$ cat src/rtl/comparator_nbit_seq.sv
// Multi-cycle WIDTH-bit magnitude comparator, CHUNK bits per clock MSB-first with early exit.
// Latency 1..WIDTH/CHUNK cycles after the accepting edge; start is ignored while busy.
module comparator_nbit_seq #(
   parameter int WIDTH = 16,
   parameter int CHUNK = 4
) (
   input  logic             clk,
   input  logic             rst,
   input  logic             start,
   input  logic [WIDTH-1:0] a,
   input  logic [WIDTH-1:0] b,
   input  logic             signed_mode,
   output logic             busy,
   output logic             done,
   output logic             gt,
   output logic             eq,
   output logic             lt
);

   localparam int NCHUNK = WIDTH / CHUNK;
   localparam int IW     = (NCHUNK > 1) ? $clog2(NCHUNK) : 1;

   typedef enum logic {IDLE, CMP} state_t;

   state_t           state_q, state_d;
   logic [WIDTH-1:0] a_q, a_d, b_q, b_d;
   logic [IW-1:0]    idx_q, idx_d;
   logic             done_q, done_d;
   logic             gt_q, gt_d, eq_q, eq_d, lt_q, lt_d;
   logic [CHUNK-1:0] ca, cb;

   // Operands shift left as chunks match, so the active chunk is always the top one.
   assign ca = a_q[WIDTH-1 -: CHUNK];
   assign cb = b_q[WIDTH-1 -: CHUNK];

   always_comb begin
      state_d = state_q;
      a_d     = a_q;
      b_d     = b_q;
      idx_d   = idx_q;
      done_d  = 1'b0;
      gt_d    = gt_q;
      eq_d    = eq_q;
      lt_d    = lt_q;
      case (state_q)
         IDLE: begin
            if (start) begin
               // Offset-binary mapping turns a signed compare into an unsigned one.
               a_d            = a;
               b_d            = b;
               a_d[WIDTH-1]   = a[WIDTH-1] ^ signed_mode;
               b_d[WIDTH-1]   = b[WIDTH-1] ^ signed_mode;
               idx_d          = IW'(NCHUNK - 1);
               state_d        = CMP;
            end
         end
         CMP: begin
            if (ca != cb) begin
               gt_d    = (ca > cb);
               lt_d    = (ca < cb);
               eq_d    = 1'b0;
               done_d  = 1'b1;
               state_d = IDLE;
            end else if (idx_q == '0) begin
               gt_d    = 1'b0;
               lt_d    = 1'b0;
               eq_d    = 1'b1;
               done_d  = 1'b1;
               state_d = IDLE;
            end else begin
               idx_d = idx_q - IW'(1);
               a_d   = a_q << CHUNK;
               b_d   = b_q << CHUNK;
            end
         end
         default: state_d = IDLE;
      endcase
   end

   always_ff @(posedge clk or posedge rst) begin
      if (rst) begin
         state_q <= IDLE;
         a_q     <= '0;
         b_q     <= '0;
         idx_q   <= '0;
         done_q  <= 1'b0;
         gt_q    <= 1'b0;
         eq_q    <= 1'b0;
         lt_q    <= 1'b0;
      end else begin
         state_q <= state_d;
         a_q     <= a_d;
         b_q     <= b_d;
         idx_q   <= idx_d;
         done_q  <= done_d;
         gt_q    <= gt_d;
         eq_q    <= eq_d;
         lt_q    <= lt_d;
      end
   end

   assign busy = (state_q == CMP);
   assign done = done_q;
   assign gt   = gt_q;
   assign eq   = eq_q;
   assign lt   = lt_q;

endmodule

$ cat config.mk
export PLATFORM = sky130hd
export DESIGN_NAME = comparator_nbit_seq
export DESIGN_NICKNAME = d
export VERILOG_FILES = /design/src/rtl/comparator_nbit_seq.sv
export SDC_FILE = /design/constraint.sdc
export NUM_CORES = 1
export LEC_CHECK = 0
export ABC_AREA = 0
export CORE_ASPECT_RATIO = 2
export CORE_MARGIN = 3
export CORE_UTILIZATION = 51
export DETAILED_ROUTE_END_ITERATION = 7
export GPL_ROUTABILITY_DRIVEN = 0
export PLACE_DENSITY = 0.9
export REMOVE_ABC_BUFFERS = 1
export SLEW_MARGIN = 20
export SYNTH_ARGS = -nofsm -noshare
export SYNTH_HDL_FRONTEND = slang
export SYNTH_SLANG_ARGS = --single-unit
$ cat constraint.sdc
create_clock -name clk -period 2 [get_ports clk]
set_input_delay 0.4 -clock clk [delete_from_list [all_inputs] [get_ports clk]]
set_output_delay 0.4 -clock clk [all_outputs]
set_load 0.05 [all_outputs]
; ---- Word level (Yosys, flattened, before mapping)
; Cells that the tools add are included.
[word_totals]
register_bits = 39
inputBits = 36
out_inout_bits = 5
elab_cells = 46
[classes]
add_sub_neg = 1
magnitude_cmp = 2
eq_ne = 4
mux = 24
bitwise = 3
reduce_logical = 4
[op_table]
columns = operator, count
row1 = $mux W16, 6
row2 = $pmux W16 S2, 2
row3 = $mux W1, 11
row4 = $mux W2, 3
row5 = $ne A2 B2 Y1 const B, 3
row6 = $gt A4 B4 Y1, 1
row7 = $lt A4 B4 Y1, 1
row8 = $ne A4 B4 Y1, 1
row9 = $pmux W2 S2, 1
row10 = $reduce_and A3 Y1, 1
row11 = $logic_not A2 Y1, 1
row12 = $pmux W1 S2, 1
row13 = $reduce_and A2 Y1, 1
row14 = $reduce_bool A2 Y1, 1
row15 = $sub A2 B1 Y2 const B, 1
row16 = $xor A1 B1 Y1, 2
row17 = $not A1 Y1, 1

; ---- Logic depth before layout (Yosys ltp)
[logic_depth]
ltp_word = 4
ltp_mapped = 9
ltp_nobuf = 8

; ---- Worst setup path before layout
; Ideal clock, no wire load.
[synth_timing]
path_kind = reg2reg
startpoint = register a_q[15]
endpoint = register b_q[4]
setup_time_ns = 0.123
arrival_time_ns = 1.547
required_time_ns = 1.877
path_slack_ns = 0.330
stages_incl_launch_ff = 8
path_buffers = 1
period_less_slack_ns = 1.670
cell_sequence = dfrtp_1 > ha_1 > nand4_4 > nor2_8 > a21oi_4 > inv_4 > buf_6 > o221a_1
[synth_between]
elab_chain_cells = 3
[synth_rtl]
columns = element, line
row1 = "start, declared", 26  ; logic [WIDTH-1:0] a_q, a_d, b_q, b_d;
row2 = "start signal, assigned", 83  ; a_q <= '0;
row3 = "start signal, assigned", 92  ; a_q <= a_d;
row4 = $ne A4 B4 Y1, 58  ; if (ca != cb) begin
row5 = $ne A2 B2 Y1 (no line), -
row6 = $reduce_and A3 Y1 (no line), -
row7 = "end signal, assigned", 84  ; b_q <= '0;
row8 = "end signal, assigned", 93  ; b_q <= b_d;
row9 = "end, declared", 26
; Every way passes these cells.
; A chain may end at the register's enable or synchronous reset.

; ---- Worst setup path in the final report
[layout_timing]
startpoint = register a_q[15]
endpoint = register b_q[12]
; Same word-level chain as after synthesis.

==> key figures <==
Outcome
  – Status: finished, final reports clean

Setup path
  – CP Capture Type: flip-flop
  – Worst EP arrival: 2.06 ns
  – Crit path required time: 2.18 ns
  – CP max FO: 16
  – Worst R2R Setup Slack: 0.12 ns
  – Critical path class: reg -> reg
  – CP startpoint kind: flip-flop
  – Critical R2R Launch: a_q[15]$_DFFE_PP0P_
  – RR Endpoint: b_q[12]$_DFFE_PP0P_
  – Cells on worst reg2reg path: 7

Global route
  – Vias in the first global route: 1,734
  – First-pass GRT wire length: 7880 um
  – Remaining Overflow, GRT: 0
  – Initial antenna violation count: 0
  – GRT Total Usage: 22.0%
  – Largest net degree at the start of global routing: 42

Floorplan
  – # IOs: 41
  – Starting Density: 54.4%
  – Die Y: 94.7 um
  – Site Rows: 31
  – Die ar.: 4760 sq um
  – Core Region: 3680 sq um
  – Die X: 50.3 um

Synth
  – Synth unique cells: 38
  – Synth top area cells: dfrtp_1 (49%), o221a_1 (5.6%), nand2_1 (3.7%)
  – Register area share after synthesis: 48.7%
  – Predominant post-synthesis flop cell: dfrtp_1
  – Mapped Cells: 190
  – #FFs+latches synth: 39
  – EDFF count, synth: 0
  – Synthesis warning total: 0
  – Synth top area share: 48.7%
  – Cell taking the most area after synthesis: dfrtp_1
  – Mapped cell area: 2000 sq um
  – Syn Area/Cell: 10.5 sq um
  – FFs w/ async S/R, synth: 100%

Place
  – DP Area: 2470 sq um
  – I/O Buffers: 40
  – Placed instance count: 275
  – Place WS: -0.0612 ns
  – Detail Placement HPWL: 3200 um

Drt
  – Wire per inst: 15.9 um
  – Via count: 1,603
  – WL final: 4500 um
  – Initial DRC count: 43
  – Drt drc: 0
  – Post-route ant nets: 0
  – First-pass DRT Iterations: 4
  – Via density: 5.66

Timing
  – Max frequency: 532 MHz
  – Final period util: 94.0%
  – Worst hold slack: 0.499 ns
  – Hold violation count in the final report: 0
  – Clock skew: 0.00701 ns
  – Slew @ Worst Pin: 0.503 ns
  – Max-slew headroom: 66.3%
  – Final setup vio count: 0
  – Min Clock Period, post-route: 1.88 ns
  – Pins over their slew limit: 0
  – RSZ-0062 raised after global routing: no
  – Setup TNS: 0 ns
  – Final worst slack: 0.120 ns

Power and ir drop
  – Pwr per Cell Area: 1460 nW/um^2
  – Leakage: 1.09 nW
  – Overall Power: 3.77 mW
  – Worst VDD drop: 0.000808 V

Hold path
  – Worst hold path depth: 1
  – Min-Delay Endpoint: idx_q[0]$_DFFE_PP0P_
  – Hold crit path type: reg -> reg
  – HP Start: idx_q[0]$_DFFE_PP0P_

CTS
  – Clock-pin slew on the worst setup and hold paths: 0.08 ns
  – TritonCTS clock tree: built
  – Clk buf depth: 2
  – Cts bufs inserted: 5
  – Root Buffer: clkbuf_8
  – H-tree depth: 2
  – Clock sinks: 39
  – Worst skew pair latency: 0.30 ns
  – Cts hold-fix bufs: 0

Cells and area
  – Layout cells sized above 1: 13.7%
  – Final non-filler cell total: 283
  – Final nets: 274
  – Ant diodes: 0
  – Fin area: 2580 sq um
  – Most frequent cells in the layout: dfrtp_1 (39), clkdlybuf4s50_1 (39), nand2_1 (19)
  – Final design utilization: 70.2%
  – Layout area overhead: 29.0%

Job
  – Max-Cap Viols: 0
## state kept, by name, indices dropped and copies added, names as in the netlist
register / cells
busy: 1
gt: 1
b_q: 16
eq: 1
idx_q: 2
a_q: 16
lt: 1
done: 1
## per-layer routing
| metal | global-route usage (%) | vias up | part of all wire [%] |
|---|---|---|---|
| met2 | 38.0 | 47 | 57 |
| li1 | - | 764 | - |
| met1 | 24.7 | 784 | 36 |
| met3 | 5.53 | 8 | 4.5 |
| met4 | 10.8 | 0 | 1.9 |
| met5 | 0 | - | 0 |
## power breakdown
group / leakage, nW / internal (mW) / switching (mW) / total (mW)
clock: 0.0581 / 0.371 / 0.289 / 0.660
sequential: 0.451 / 1.16 / 0.257 / 1.42
combinational: 0.583 / 0.731 / 0.958 / 1.69
total: 1.09 / 2.26 / 1.50 / 3.77
## worst max-delay path, stage by stage, from the launching register on
cell and delay [ns]:
dfrtp_1 0.41, ha_1 0.37, nand4_4 0.14, buf_4 0.15, nor2_8 0.05, a21oi_4 0.28
inv_6 0.12, o221a_1 0.26
## worst max-delay path by stage
stage          depth (start not counted)                   to  slack [ns]                 from
2_1_floorplan                          4  a_q[12]$_DFFE_PP0P_       -0.30       busy$_DFF_PP0_
3_3_place_gp                           5  b_q[10]$_DFFE_PP0P_        0.04                start
3_5_place_dp                           5  b_q[11]$_DFFE_PP0P_       -0.06                start
4_1_cts                                7  a_q[12]$_DFFE_PP0P_        0.04  b_q[15]$_DFFE_PP0P_
5_1_grt                                8  a_q[12]$_DFFE_PP0P_       0.007  b_q[15]$_DFFE_PP0P_
6_report                               7  b_q[12]$_DFFE_PP0P_        0.12  a_q[15]$_DFFE_PP0P_
## what timing repair did
item,in CTS,in global routing
resized for setup,0,3
endpoints found under the hold margin,0,0
setup endpoints to repair,0,14
setup buffers,0,0
## kinds of logic (layout without fill, tap and decap cells)
kind of cell / Yosys count / in the layout / share of synthesized area [%]
and+or+nand+nor: 68 / 68 / 20.2
adders and majority gates: 5 / 5 / 3.12
AOI/OAI and AO/OA: 49 / 49 / 19.2
buffers and inverters: 22 / 66 / 5.43
xor gates and xnor gates: 2 / 2 / 0.874
DFF: 39 / 39 / 48.7
muxes: 5 / 5 / 2.56
## final cells by class
class                      instances  area (sq um)
clock inverter                     3          43.8
fill                             274          1100
timing repair buffer              48           470
multi-input combinational        129           922
sequential                        39           976
clock buffer                       5          68.8
tap                               49          61.3
inverter                          10          42.5
## cells in the mapped netlist (5+ instances only)
library cell,n
a211oi_1,7
a21oi_1,5
a31oi_1,9
buf_2,7
dfrtp_1,39
ha_1,5
inv_1,9
nand2_1,20
nand2b_1,6
nand3_1,10
nor2b_1,6
o221a_1,10
or2b_1,5
Power figures use the tool's default switching activity.
